==> src/rtl/uart_rx_fifo.sv <==
// uart_rx_fifo
//   Oversampling UART receiver with configurable frame format (DATA_W data
//   bits, optional even/odd parity, STOP_BITS stop bits). Each completed
//   frame is tagged with parity/framing error flags and pushed into a small
//   first-word-fall-through FIFO drained through a valid/ready handshake.
//
// Ports
//   sysclk         clock
//   reset_n        synchronous active-low reset
//   rx_i           asynchronous serial line, idle high
//   parity_mode_i  00/11 none, 01 even, 10 odd (latched at start edge)
//   rx_ready_i     consumer accepts head entry
//   rx_valid_o     FIFO non-empty
//   rx_data_o      head entry data, LSB = first received bit
//   rx_perr_o      head entry parity error
//   rx_ferr_o      head entry framing error
//   break_o        one-cycle pulse in the push cycle of a break frame
//   overrun_o      one-cycle pulse when a frame is dropped on a full FIFO
//   fifo_count_o   entries held, 0..DEPTH
module uart_rx_fifo #(
  parameter int DATA_W    = 8,
  parameter int OVS       = 16,
  parameter int PSCALER   = 1,
  parameter int STOP_BITS = 1,
  parameter int DEPTH     = 4
) (
  input  logic                     sysclk,
  input  logic                     reset_n,
  input  logic                     rx_i,
  input  logic [1:0]               parity_mode_i,
  input  logic                     rx_ready_i,
  output logic                     rx_valid_o,
  output logic [DATA_W-1:0]        rx_data_o,
  output logic                     rx_perr_o,
  output logic                     rx_ferr_o,
  output logic                     break_o,
  output logic                     overrun_o,
  output logic [$clog2(DEPTH):0]   fifo_count_o
);

  localparam int TW = $clog2(OVS);
  localparam int PW = (PSCALER > 1) ? $clog2(PSCALER) : 1;
  localparam int BW = $clog2(DATA_W);
  localparam int AW = $clog2(DEPTH);
  localparam int CW = AW + 1;
  localparam int EW = DATA_W + 2;

  localparam logic [TW-1:0] T_S0   = TW'(OVS/2 - 1);
  localparam logic [TW-1:0] T_S1   = TW'(OVS/2);
  localparam logic [TW-1:0] T_DEC  = TW'(OVS/2 + 1);
  localparam logic [TW-1:0] T_LAST = TW'(OVS - 1);
  localparam logic [PW-1:0] P_LAST = PW'(PSCALER - 1);
  localparam logic [BW-1:0] B_LAST = BW'(DATA_W - 1);
  localparam logic [CW-1:0] C_FULL = CW'(DEPTH);

  typedef enum logic [2:0] {
    S_IDLE, S_START, S_DATA, S_PARITY, S_STOP
  } state_t;

  // synchroniser + edge register
  logic sync1_q, rxs_q, rxs_prev_q;

  // receiver state
  state_t            state_q, state_d;
  logic [PW-1:0]     presc_q, presc_d;
  logic [TW-1:0]     tick_cnt_q, tick_cnt_d;
  logic [1:0]        samp_q, samp_d;
  logic [BW-1:0]     bit_idx_q, bit_idx_d;
  logic              stop_idx_q, stop_idx_d;
  logic [1:0]        pmode_q, pmode_d;
  logic [DATA_W-1:0] data_q, data_d;
  logic              perr_q, perr_d;
  logic              ferr_q, ferr_d;
  logic              par_bit_q, par_bit_d;
  logic              stop0_q, stop0_d;
  logic              push_q, push_d;
  logic              brk_q, brk_d;

  // FIFO
  logic [EW-1:0]     mem_q [DEPTH];
  logic [AW-1:0]     wr_ptr_q, wr_ptr_d;
  logic [AW-1:0]     rd_ptr_q, rd_ptr_d;
  logic [CW-1:0]     count_q, count_d;

  logic fall, tick, dec, vote, par_en, last_stop;
  logic full, pop, push_ok;
  logic [EW-1:0] head;

  assign fall      = rxs_prev_q & ~rxs_q;
  assign tick      = (presc_q == P_LAST);
  assign dec       = tick && (tick_cnt_q == T_DEC);
  // majority of the two stored samples and the live one at the decision tick
  assign vote      = (samp_q[0] & samp_q[1]) | (samp_q[0] & rxs_q) | (samp_q[1] & rxs_q);
  assign par_en    = (pmode_q == 2'b01) || (pmode_q == 2'b10);
  assign last_stop = (STOP_BITS == 1) || stop_idx_q;

  // Receiver next state. The tick counter free-runs across bit boundaries
  // while a frame is active; the state tells which bit the next decision
  // belongs to, so state changes happen on decision ticks. That lets the
  // last stop bit return to IDLE without waiting out its second half.
  always_comb begin
    state_d    = state_q;
    presc_d    = presc_q;
    tick_cnt_d = tick_cnt_q;
    samp_d     = samp_q;
    bit_idx_d  = bit_idx_q;
    stop_idx_d = stop_idx_q;
    pmode_d    = pmode_q;
    data_d     = data_q;
    perr_d     = perr_q;
    ferr_d     = ferr_q;
    par_bit_d  = par_bit_q;
    stop0_d    = stop0_q;
    push_d     = 1'b0;
    brk_d      = 1'b0;

    if (state_q != S_IDLE) begin
      presc_d = tick ? '0 : presc_q + PW'(1);
      if (tick) begin
        tick_cnt_d = (tick_cnt_q == T_LAST) ? '0 : tick_cnt_q + TW'(1);
        if (tick_cnt_q == T_S0) samp_d[0] = rxs_q;
        if (tick_cnt_q == T_S1) samp_d[1] = rxs_q;
      end
    end

    case (state_q)
      S_IDLE: begin
        presc_d    = '0;
        tick_cnt_d = '0;
        if (fall) begin
          state_d    = S_START;
          pmode_d    = parity_mode_i;
          bit_idx_d  = '0;
          stop_idx_d = 1'b0;
          perr_d     = 1'b0;
          ferr_d     = 1'b0;
          par_bit_d  = 1'b0;
          stop0_d    = 1'b1;
        end
      end
      S_START: begin
        if (dec) state_d = vote ? S_IDLE : S_DATA;
      end
      S_DATA: begin
        if (dec) begin
          data_d    = {vote, data_q[DATA_W-1:1]};
          bit_idx_d = bit_idx_q + BW'(1);
          if (bit_idx_q == B_LAST) state_d = par_en ? S_PARITY : S_STOP;
        end
      end
      S_PARITY: begin
        if (dec) begin
          par_bit_d = vote;
          perr_d    = ((^data_q) ^ vote) != (pmode_q == 2'b10);
          state_d   = S_STOP;
        end
      end
      S_STOP: begin
        if (dec) begin
          if (!vote) ferr_d = 1'b1;
          if (!stop_idx_q) stop0_d = vote;
          if (last_stop) begin
            push_d  = 1'b1;
            // break: all data zero, parity bit zero, first stop zero
            brk_d   = (data_q == '0) && !par_bit_q &&
                      !(stop_idx_q ? stop0_q : vote);
            state_d = S_IDLE;
          end else begin
            stop_idx_d = 1'b1;
          end
        end
      end
      default: state_d = S_IDLE;
    endcase
  end

  // FIFO control: a push at full is accepted only when a pop frees a slot
  // in the same cycle.
  assign full    = (count_q == C_FULL);
  assign pop     = rx_valid_o && rx_ready_i;
  assign push_ok = push_q && (!full || pop);

  always_comb begin
    wr_ptr_d = wr_ptr_q;
    rd_ptr_d = rd_ptr_q;
    count_d  = count_q;
    if (push_ok) wr_ptr_d = wr_ptr_q + AW'(1);
    if (pop)     rd_ptr_d = rd_ptr_q + AW'(1);
    case ({push_ok, pop})
      2'b10:   count_d = count_q + CW'(1);
      2'b01:   count_d = count_q - CW'(1);
      default: count_d = count_q;
    endcase
  end

  always_ff @(posedge sysclk) begin
    if (!reset_n) begin
      sync1_q    <= 1'b1;
      rxs_q      <= 1'b1;
      rxs_prev_q <= 1'b1;
      state_q    <= S_IDLE;
      presc_q    <= '0;
      tick_cnt_q <= '0;
      samp_q     <= '0;
      bit_idx_q  <= '0;
      stop_idx_q <= 1'b0;
      pmode_q    <= '0;
      data_q     <= '0;
      perr_q     <= 1'b0;
      ferr_q     <= 1'b0;
      par_bit_q  <= 1'b0;
      stop0_q    <= 1'b0;
      push_q     <= 1'b0;
      brk_q      <= 1'b0;
      wr_ptr_q   <= '0;
      rd_ptr_q   <= '0;
      count_q    <= '0;
      for (int i = 0; i < DEPTH; i++) mem_q[i] <= '0;
    end else begin
      sync1_q    <= rx_i;
      rxs_q      <= sync1_q;
      rxs_prev_q <= rxs_q;
      state_q    <= state_d;
      presc_q    <= presc_d;
      tick_cnt_q <= tick_cnt_d;
      samp_q     <= samp_d;
      bit_idx_q  <= bit_idx_d;
      stop_idx_q <= stop_idx_d;
      pmode_q    <= pmode_d;
      data_q     <= data_d;
      perr_q     <= perr_d;
      ferr_q     <= ferr_d;
      par_bit_q  <= par_bit_d;
      stop0_q    <= stop0_d;
      push_q     <= push_d;
      brk_q      <= brk_d;
      wr_ptr_q   <= wr_ptr_d;
      rd_ptr_q   <= rd_ptr_d;
      count_q    <= count_d;
      // frame fields stay stable through the push cycle (FSM is in IDLE)
      if (push_ok) mem_q[wr_ptr_q] <= {ferr_q, perr_q, data_q};
    end
  end

  assign head         = mem_q[rd_ptr_q];
  assign rx_valid_o   = (count_q != '0);
  assign rx_data_o    = head[DATA_W-1:0];
  assign rx_perr_o    = head[DATA_W];
  assign rx_ferr_o    = head[DATA_W+1];
  assign break_o      = brk_q;
  assign overrun_o    = push_q && full && !pop;
  assign fifo_count_o = count_q;

endmodule
==> config.mk <==
export PLATFORM = sky130hd
export DESIGN_NAME = uart_rx_fifo
export DESIGN_NICKNAME = d
export VERILOG_FILES = /design/src/rtl/uart_rx_fifo.sv
export SDC_FILE = /design/constraint.sdc
export NUM_CORES = 1
export LEC_CHECK = 0
export CAP_MARGIN = 40
export CORE_MARGIN = 2
export CORE_UTILIZATION = 30
export DETAILED_ROUTE_END_ITERATION = 7
export PLACE_DENSITY = 0.57
export SLEW_MARGIN = 20
export SYNTH_ARGS = -nofsm -noshare
export SYNTH_HDL_FRONTEND = slang
export SYNTH_SLANG_ARGS = --single-unit
==> constraint.sdc <==
create_clock -name sysclk -period 5.3 [get_ports sysclk]
set_clock_uncertainty 0.15 [all_clocks]
set_input_delay 1.325 -clock sysclk [delete_from_list [all_inputs] [get_ports sysclk]]
set_output_delay 1.325 -clock sysclk [all_outputs]
set_load 0.005 [all_outputs]
[Yosys cells after proc, flatten, opt, wreduce, memory -nomap -nowiden]
Memory sizes are Yosys's and may differ from the RTL's. A register that Yosys moved wholly into a read port is not among the register bits.
Cells that the tools add are included.
Cells by class
  mux-type cells: 33
  bitwise operators: 10
  reduce and logical (&&, ||, !) cells: 35
  equality and inequality tests: 22
  $add $sub $neg: 7
Operators with widths (number)
  3-bit 2-to-1 mux: 9
  3-bit case mux with 5 select lines: 1
  3-bit AND reduction: 5
  2-bit != test, second input constant: 7
  4-bit equality test, second input constant: 3
  1-bit 2-to-1 mux: 12
  3-bit case mux with 2 select lines: 2
  10-bit 2-to-1 mux: 1
  10-bit OR reduction: 1
  3-bit equality test, second input constant: 3
  8-bit logical NOT: 1
  2-bit 2-to-1 mux: 4
  2-bit AND reduction: 4
  2-bit nonzero test: 4
  8-bit XOR reduction: 1
  1-bit logical AND: 7
  3-bit by 1-bit adder with 3-bit output, second input constant: 2
  3-bit by 2-bit equality test with 1-bit output, second input constant: 2
  1-bit case mux with 2 select lines: 3
  6-bit AND reduction: 1
  3-bit nonzero test: 2
  2-bit by 1-bit adder with 2-bit output, second input constant: 2
  4-bit by 1-bit adder with 4-bit output, second input constant: 1
  1-bit AND: 4
  other kinds (16): 25
Word-level totals
  RAM bits: 40
  register bits: 38
  logic and storage cells: 127
  memories kept: 1
  output and inout port bits: 16
Memory list
  mem_q: depth 4, width 10, rd ports 1, clocked after Yosys merged registers in 1, write ports 4, line 80  | logic [EW-1:0] mem_q [DEPTH];

[Logic depth before layout (Yosys ltp)]
Gate-level depths: netlist of run 1.
  word-level depth: 9
  gate-level depth with buffers: 8
  gate-level depth less buffers: 8

[Worst setup path after synthesis of run 1]
No wires, ideal clock.
  kind: input-to-output
  start: input rx_ready_i
  end: output overrun_o
  buffers on the path: 0
  path slack: 1.882 ns
  stages on the path: 2
  arrival time: 1.943 ns
  required time: 3.825 ns
  cell sequence: or4b_4 -> nor2_1
On the way
  word-level cells in the longest chain between the ends: 3
RTL lines
  from (decl): line 31  | input logic rx_ready_i,
  1-bit logical AND: line 180  | assign pop = rx_valid_o && rx_ready_i;
  1-bit logical NOT: line 251  | assign overrun_o = push_q && full && !pop;
  1-bit logical AND: line 251
  to (decl): line 37  | output logic overrun_o,
No other way between the ends.

[Final worst setup path of run 1]
Ends and elaborated chain as after synthesis.

==> flow_metrics.env, run 1 <==
export IMPL_htree_levels=3
export IMPL_critPathLaunchType="primary input"
export IMPL_synth_area_leader_cell="edfxtp_1"
export IMPL_max_cap_viol_count=0
export IMPL_synth_nets=329
export IMPL_coreArea_sq_mm=0.0115
export IMPL_yosys_warnings=0
export IMPL_crit_type="in -> out"
export IMPL_pre_cts_ws_ps=925
export IMPL_synth_common_cells="edfxtp_1, dfxtp_1, nor2_1, nand2_1, inv_1"
export IMPL_synth_edff_count=40
export IMPL_p_per_area_mw_per_mm2=299
export IMPL_min_period_ps=4350
export IMPL_drive_above_1_share=0.139
export IMPL_async_reset_ff_frac=0
export IMPL_pin_count=22
export IMPL_synthFlopType="edfxtp_1"
export IMPL_vias=2292
export IMPL_clock_fmax_mhz=230
export IMPL_clk_pin_slew_ps=50
export IMPL_numPortBuffers=21
export IMPL_gp_congestion=0.751
export IMPL_setup_viol_count_final=0
export IMPL_track_usage=0.115
export IMPL_yosysMostFrequentCell="edfxtp_1"
export IMPL_wl_per_cell_microns=14.5
export IMPL_fin_util=0.365
export IMPL_grt_overflow=0
export IMPL_nets=350
export IMPL_startpoint="rx_ready_i"
export IMPL_ys_ff_latch=79
export IMPL_synth_top_area_share=0.338
export IMPL_fp_dieW_microns=113
export IMPL_first_pass_iters=4
export IMPL_hold_start="sync1_q"
export IMPL_cts_root_buffer_cell="clkbuf_16"
export IMPL_p_leak_uw=0.00145
export IMPL_hold_class="reg -> reg"
export IMPL_syn_avg_cell_area_sq_um=11.4
export IMPL_fin_setup_tns_ps=0
export IMPL_cts_setup_buffers=0
export IMPL_dr_first_iter_drc_count=67
export IMPL_final_max_slew_violation_count=0
export IMPL_wl_microns=6970
export IMPL_synth_cell_types=45
export IMPL_tightest_slew_ps=725
export IMPL_outcome="complete, no violations"
export IMPL_r2r_start="fifo_count_o[0]"
export IMPL_rsz0062_at_grt="false"
export IMPL_worst_slack_ps=950
export IMPL_area_growth_pct=17.8
export IMPL_hold_depth=1
export IMPL_r2r_slack_ps=2730
export IMPL_floorplan_initialDensity=0.310
export IMPL_r2r_cells=8
export IMPL_drcViolationCount=0
export IMPL_cts_buffer_depth=2
export IMPL_hold_violations=0
export IMPL_antenna_found_initial=0
export IMPL_synth_area_top_cells="edfxtp_1, dfxtp_1, mux4_2"
export IMPL_slew_headroom=0.516
export IMPL_cts_tree="yes"
export IMPL_worstPathArrival_ps=2870
export IMPL_cts_inserted_buffers=9
export IMPL_die_area_sq_mm=0.0127
export IMPL_postCtsHoldBufs=0
export IMPL_diodes=0
export IMPL_grt_pass1_wl_microns=11500
export IMPL_dp_hpwl_microns=4570
export IMPL_ir_drop_mv=0.131
export IMPL_vias_per_cell=4.78
export IMPL_setup_worst_path_end_class="output pin"
export IMPL_num_rows=39
export IMPL_min_to="rxs_q"
export IMPL_ctsResizeCount=0
export IMPL_place_area_sq_mm=0.00391
export IMPL_antenna_left=0
export IMPL_cp_max_fo=5
export IMPL_final_area_sq_mm=0.00418
export IMPL_synthCells=311
export IMPL_crit_required_ps=3830
export IMPL_numClockSinks=79
export IMPL_die_h_microns=113
export IMPL_fin_crit_sh=0.821
export IMPL_clkLatencyLatePin_ps=330
export IMPL_netlist_area_sq_mm=0.00355
export IMPL_grt_max_degree=29
export IMPL_rr_endpoint="fifo_count_o[2]"
export IMPL_grt_pass1_vias=2378
export IMPL_yosysSeqAreaShare=0.558
worst max path at each step:
| stage | endpoint | slack [ps] | cells past startpoint |
|---|---|---|---|
| 4_1_cts | overrun_o | 930 | 4 |
| 5_1_grt | overrun_o | 900 | 4 |
| 6_report | overrun_o | 950 | 4 |
| 3_3_place_gp | overrun_o | 960 | 4 |
| 3_5_place_dp | overrun_o | 930 | 4 |
| 2_1_floorplan | overrun_o | 1880 | 2 |
stage by stage:
stage,instances,hold slack (ps),power [uW]
2_1_floorplan,311,236,691
3_3_place_gp,463,241,710
3_5_place_dp,463,244,711
4_1_cts,479,257,1260
5_1_grt,480,299,1290
6_report,480,255,1250
power breakdown:
part           leakage [uW]  total, uW  switching, uW  internal, uW
Clock              0.000122        553            240           314
Sequential         0.000719        660           5.18           654
Combinational      0.000606       37.2           19.4          17.8
Total               0.00145       1250            264           986
cells by family (layout without fill, tap and decap cells):
| logic type | Yosys count | after routing | synth area share |
|---|---|---|---|
| compound gates | 32 | 32 | 0.0529 |
| xor+xnor | 10 | 10 | 0.0324 |
| fa+ha+maj | 13 | 13 | 0.0472 |
| buf+inv | 37 | 63 | 0.0426 |
| flops | 79 | 79 | 0.558 |
| mux | 15 | 15 | 0.0775 |
| simple gates | 125 | 125 | 0.189 |
routing by layer:
layer	share of wire	GRT usage	vias to the layer above
met4	0.022	0.0561	0
met2	0.49	0.192	33
li1	-	-	1149
met3	0.028	0.0252	14
met5	0	0	-
met1	0.46	0.142	1096
worst max-delay path, stage by stage:
cell and delay (ps):
clkdlybuf4s50_1 420, or4b_4 520, nor2_1 110, clkdlybuf4s50_1 510
flip-flops by register name (all words and copies together), names as in the netlist, 2 cells and up, named ones only:
signal	flops
bit_idx_q	3
pmode_q	2
state_q	3
rd_ptr_q	2
fifo_count_o	3
wr_ptr_q	2
data_q	8
samp_q	2
tick_cnt_q	4
mem_q	40
layout by cell type, fill, tap and decap left out, drive strengths merged, types with 3 or more instances in the layout:
master / netlist / layout
nor3: 12 / 12
inv: 19 / 19
a21oi: 16 / 16
clkinvlp: 0 / 3
or3: 5 / 5
nand2b: 6 / 6
nor2b: 4 / 4
o21ai: 8 / 8
nor4: 9 / 9
and3: 4 / 4
edfxtp: 40 / 40
clkinv: 0 / 3
dfxtp: 39 / 39
xnor2: 3 / 3
clkdlybuf4s50: 0 / 21
buf: 8 / 7
mux2i: 5 / 5
nand3: 10 / 10
and2: 11 / 11
clkbuf: 10 / 10
ha: 11 / 11
xor2: 5 / 5
mux4: 10 / 10
nor2: 30 / 30
nand2: 26 / 26
area by class of cell:
class                           instances  area (sq um)
Multi-Input combinational cell        195          1420
Tap cell                              143           179
Timing Repair Buffer                   28           267
Fill cell                            1139          7280
Clock buffer                           10           229
Sequential cell                        79          1980
Inverter                               19          71.3
Clock inverter                          6          37.5
(Power assumes the default switching activity.)
==> run 2: changes to the inputs <==
clock period = 4.3 ns   (was 5.3 ns; I/O delays follow)
==> run 2 against run 1 <==
Sequential share of layout area shrank 0.057 points; wire length decreased by 0.65%; design area up 0.12%; die area did not move; sequential cell count unchanged; final cell count is 0.21% lower; largest power group unchanged; power is 26% higher; sequential power is 23% higher.
==> flow_metrics.env, run 2 (synthesis gave the netlist of run 1 again) <==
export IMPL_cts_inserted_buffers=9
export IMPL_vias_per_cell=4.73
export IMPL_seq_area_sq_mm=0.00198
export IMPL_rsz0062_at_grt="false"
export IMPL_clk_pin_slew_ps=60
export IMPL_grt_overflow=0
export IMPL_cts_root_buffer_cell="clkbuf_16"
export IMPL_fillCellCount=1122
export IMPL_reg_top3="mem_q: 40 flops, data_q: 8 flops, tick_cnt_q: 4 flops"
export IMPL_cts_tree="yes"
export IMPL_drive_above_1_share=0.143
export IMPL_crit_type="in -> out"
export IMPL_num_rows=39
export IMPL_grt_pass1_wl_microns=11500
export IMPL_numClockSinks=79
export IMPL_cp_max_fo=5
export IMPL_pin_count=22
export IMPL_multiInputGateArea_sq_mm=0.00142
export IMPL_final_common_cell="edfxtp_1"
export IMPL_diodes=0
export IMPL_final_max_slew_violation_count=0
export IMPL_p_per_area_mw_per_mm2=375
export IMPL_max_cap_viol_count=0
export IMPL_wl_microns=6920
export IMPL_critPathLaunchType="primary input"
export IMPL_first_pass_iters=4
export IMPL_crit_required_ps=3070
export IMPL_hold_class="reg -> reg"
export IMPL_nets=349
export IMPL_die_h_microns=113
export IMPL_grt_pass1_vias=2338
export IMPL_slew_headroom=0.512
export IMPL_tightest_slew_ps=731
export IMPL_setup_viol_count_final=0
export IMPL_mostFrequentLayoutCells="edfxtp_1, dfxtp_1, nor2_1"
export IMPL_dp_hpwl_microns=4620
export IMPL_setup_worst_path_end_class="output pin"
export IMPL_drcViolationCount=0
export IMPL_area_growth_pct=17.9
export IMPL_wl_per_cell_microns=14.5
export IMPL_vias=2266
export IMPL_fin_util=0.365
export IMPL_antenna_found_initial=0
export IMPL_min_period_ps=3850
export IMPL_grt_max_degree=29
export IMPL_gp_congestion=0.758
export IMPL_track_usage=0.115
export IMPL_crit_slowest_cell="or4b_4"
export IMPL_report_power_total_uw=1570
export IMPL_cts_buffer_depth=2
export IMPL_coreArea_sq_mm=0.0115
export IMPL_die_area_sq_mm=0.0127
export IMPL_fin_setup_tns_ps=0
export IMPL_numPortBuffers=21
export IMPL_hold_violations=0
export IMPL_r2r_slack_ps=1730
export IMPL_fp_dieW_microns=113
export IMPL_worstPathArrival_ps=2630
export IMPL_cp_slowest_stage_delay_ps=520
export IMPL_crit_path_cell_trace="clkdlybuf4s50_1, or4b_4, nor2_1, clkdlybuf4s50_1"
export IMPL_postCtsHoldBufs=0
export IMPL_htree_levels=3
export IMPL_outcome="complete, no violations"
export IMPL_clock_fmax_mhz=260
export IMPL_largest_reg_flops=40
export IMPL_ir_drop_mv=0.157
export IMPL_fin_crit_sh=0.895
export IMPL_floorplan_initialDensity=0.310
export IMPL_antenna_left=0
export IMPL_regMostFlops="mem_q"
export IMPL_p_leak_uw=0.00145
export IMPL_ctsResizeCount=0
export IMPL_dr_first_iter_drc_count=74
export IMPL_path_common_cell="clkdlybuf4s50_1"
export IMPL_cts_setup_buffers=0
export IMPL_clkLatencyLatePin_ps=340
==> run 2: changes by cell type in the layout (fill, tap and decap cells not counted), sizes merged <==
cell | previous run | this run
inv | 19 | 21
clkbuf | 10 | 9
buf | 7 | 6
clkinvlp | 3 | 2
==> run 2: per-layer routing <==
metal | GRT usage | vias up | wire length [microns]
met5 | 0 | - | 0
met2 | 0.196 | 33 | 3480
met1 | 0.141 | 1075 | 3140
met4 | 0.0496 | 0 | 104
met3 | 0.0268 | 10 | 194
li1 | - | 1148 | -
==> run 2: path summary, 6_finish.rpt <==
path / startpoint / to / cells after the start
setup / recovery: rx_ready_i / overrun_o / 4
hold / removal: sync1_q / rxs_q / 1
setup reg to reg: fifo_count_o[0] / fifo_count_o[2] / 8
hold reg to reg: sync1_q / rxs_q / 1
==> run 2: final cells by class <==
cell class,count,share of cell area
inverter,19,0.0170
tap,143,0.0427
clock buffer,9,0.0538
clock inverter,7,0.0137
timing repair buffer,27,0.0610
multi-input combinational,195,0.339
sequential,79,0.473
==> run 2: power by group <==
group	internal, uW	leakage [uW]	switching, uW
logic	21.4	0.000599	23.6
registers	806	0.000719	6.26
clock network	397	0.000134	317
==> run 2: worst max-delay path: cells and delay by family <==
| kind | cells | cell delay [ps] |
|---|---|---|
| buffers and inverters | 2 | 930 |
| and+or+nand+nor | 2 | 620 |
==> run 2: stage by stage <==
step | setup slack (ps) | instances | hold slack (ps) | instance area, sq um
after global routing | 399 | 479 | 298 | 4190
after floorplan | 1200 | 311 | 236 | 3550
after detailed placement | 432 | 463 | 244 | 3910
final | 450 | 479 | 255 | 4190
after CTS | 435 | 479 | 259 | 4190
after global placement | 455 | 463 | 240 | 3910
==> run 3: changes to the inputs <==
DONT_BUFFER_PORTS = 1   (was default)
PLACE_DENSITY = 0.55   (was 0.57)
SLEW_MARGIN = 25   (was 20)
==> run 3 against run 2 <==
Wire length up 0.65%; global-route usage grew 0.18 points; critical path type unchanged; setup slack better by 890 ps; largest power group is now the clock network.
==> flow_metrics.env, run 3 (synthesis gave the netlist of run 1 again) <==
export IMPL_fillCellCount=1100
export IMPL_cp_slowest_stage_delay_ps=510
export IMPL_largest_reg_flops=40
export IMPL_p_leak_uw=0.00142
export IMPL_fp_dieW_microns=113
export IMPL_setup_viol_count_final=0
export IMPL_coreArea_sq_mm=0.0115
export IMPL_met3_wirelength_microns=312
export IMPL_clkLatencyLatePin_ps=330
export IMPL_final_common_cell="edfxtp_1"
export IMPL_track_usage=0.117
export IMPL_antenna_left=0
export IMPL_clk_pin_slew_ps=60
export IMPL_outcome="complete, no violations"
export IMPL_wl_per_cell_microns=15.2
export IMPL_path_buf_inv=0
export IMPL_critPathLaunchType="primary input"
export IMPL_dp_cells=441
export IMPL_vias_per_cell=4.84
export IMPL_r2r_start="fifo_count_o[0]"
export IMPL_setup_worst_path_end_class="output pin"
export IMPL_grt_overflow=0
export IMPL_reg_top3="mem_q: 40 flops, data_q: 8 flops, tick_cnt_q: 4 flops"
export IMPL_worstPathArrival_ps=1730
export IMPL_hold_class="reg -> reg"
export IMPL_met1_length_microns=3090
export IMPL_hold_start="sync1_q"
export IMPL_cts_setup_buffers=0
export IMPL_numPortBuffers=0
export IMPL_ctsResizeCount=0
export IMPL_crit_path_cell_trace="or4b_4, nor2_1"
export IMPL_rsz0062_at_grt="false"
export IMPL_die_h_microns=113
export IMPL_dp_hpwl_microns=4600
export IMPL_cp_top_family="simple AND/OR/NAND/NOR gates"
export IMPL_cts_tree="yes"
export IMPL_crit_required_ps=3070
export IMPL_crit_slowest_cell="or4b_4"
export IMPL_ir_drop_mv=0.307
export IMPL_regMostFlops="mem_q"
export IMPL_wl_microns=6970
export IMPL_worst_slack_ps=1340
export IMPL_hold_violations=0
export IMPL_crit_type="in -> out"
export IMPL_clock_fmax_mhz=338
export IMPL_cp_max_fo=5
export IMPL_cts_root_buffer_cell="clkbuf_16"
export IMPL_die_area_sq_mm=0.0127
export IMPL_numClockSinks=79
export IMPL_area_growth_pct=14.1
export IMPL_tightest_slew_ps=782
export IMPL_min_period_ps=2960
export IMPL_max_cap_viol_count=0
export IMPL_dr_first_iter_drc_count=101
export IMPL_cts_buffer_depth=2
export IMPL_gp_congestion=0.713
export IMPL_slew_headroom=0.476
export IMPL_grt_max_degree=29
export IMPL_floorplan_initialDensity=0.310
export IMPL_pre_cts_ws_ps=1100
export IMPL_p_per_area_mw_per_mm2=424
export IMPL_cts_inserted_buffers=9
export IMPL_wl_met2_microns=3500
export IMPL_final_max_slew_violation_count=0
export IMPL_nets=328
export IMPL_fin_crit_sh=0.688
export IMPL_stdcell_count=458
export IMPL_postCtsHoldBufs=0
export IMPL_startpoint="rx_ready_i"
export IMPL_antenna_found_initial=0
export IMPL_htree_levels=3
export IMPL_num_rows=39
export IMPL_fin_setup_tns_ps=0
export IMPL_highest_layer="met4"
export IMPL_grt_pass1_wl_microns=11600
export IMPL_drcViolationCount=0
export IMPL_pin_count=22
export IMPL_vias=2215
export IMPL_diodes=0
export IMPL_mostFrequentLayoutCells="edfxtp_1, dfxtp_1, nor2_1"
export IMPL_drive_above_1_share=0.152
export IMPL_first_pass_iters=4
export IMPL_grt_pass1_vias=2229
==> run 3: layout make-up <==
class | instances | area [sq um] | area share
clock buffers | 10 | 229 | 0.0565
clock inverters | 6 | 116 | 0.0287
inverters | 19 | 71.3 | 0.0176
multi-input cells | 195 | 1420 | 0.351
flip-flops and latches | 79 | 1980 | 0.489
well taps | 143 | 179 | 0.0441
repair buffers | 6 | 52.6 | 0.0130
==> run 3: metrics by stage <==
stage           util  cell area (sq um)  total power (uW)  hold slack, ps
6_report       0.353               4050              1720             259
5_1_grt        0.353               4050              1770             300
4_1_cts        0.352               4040              1740             259
3_5_place_dp   0.322               3700               864             245
3_3_place_gp   0.321               3680               863             245
2_1_floorplan      -               3550               852             236
==> run 3: final timing paths <==
check | to | slack, ps | cells after the start
setup / recovery | overrun_o | 1340 | 2
hold / removal | rxs_q | 260 | 1
setup reg to reg | fifo_count_o[2] | 1720 | 8
hold reg to reg | rxs_q | 260 | 1
==> run 3: routing by layer <==
layer	vias to the layer above	GRT usage
li1	1101	-
met1	1069	0.143
met2	38	0.200
met3	7	0.0386
met4	0	0.0325
met5	-	0
==> run 3: power breakdown <==
group | switching (uW) | leakage [uW] | internal (uW)
combinational | 20.7 | 0.000529 | 12.5
sequential | 6.44 | 0.000719 | 806
clock | 299 | 0.000168 | 572
total | 326 | 0.00142 | 1390
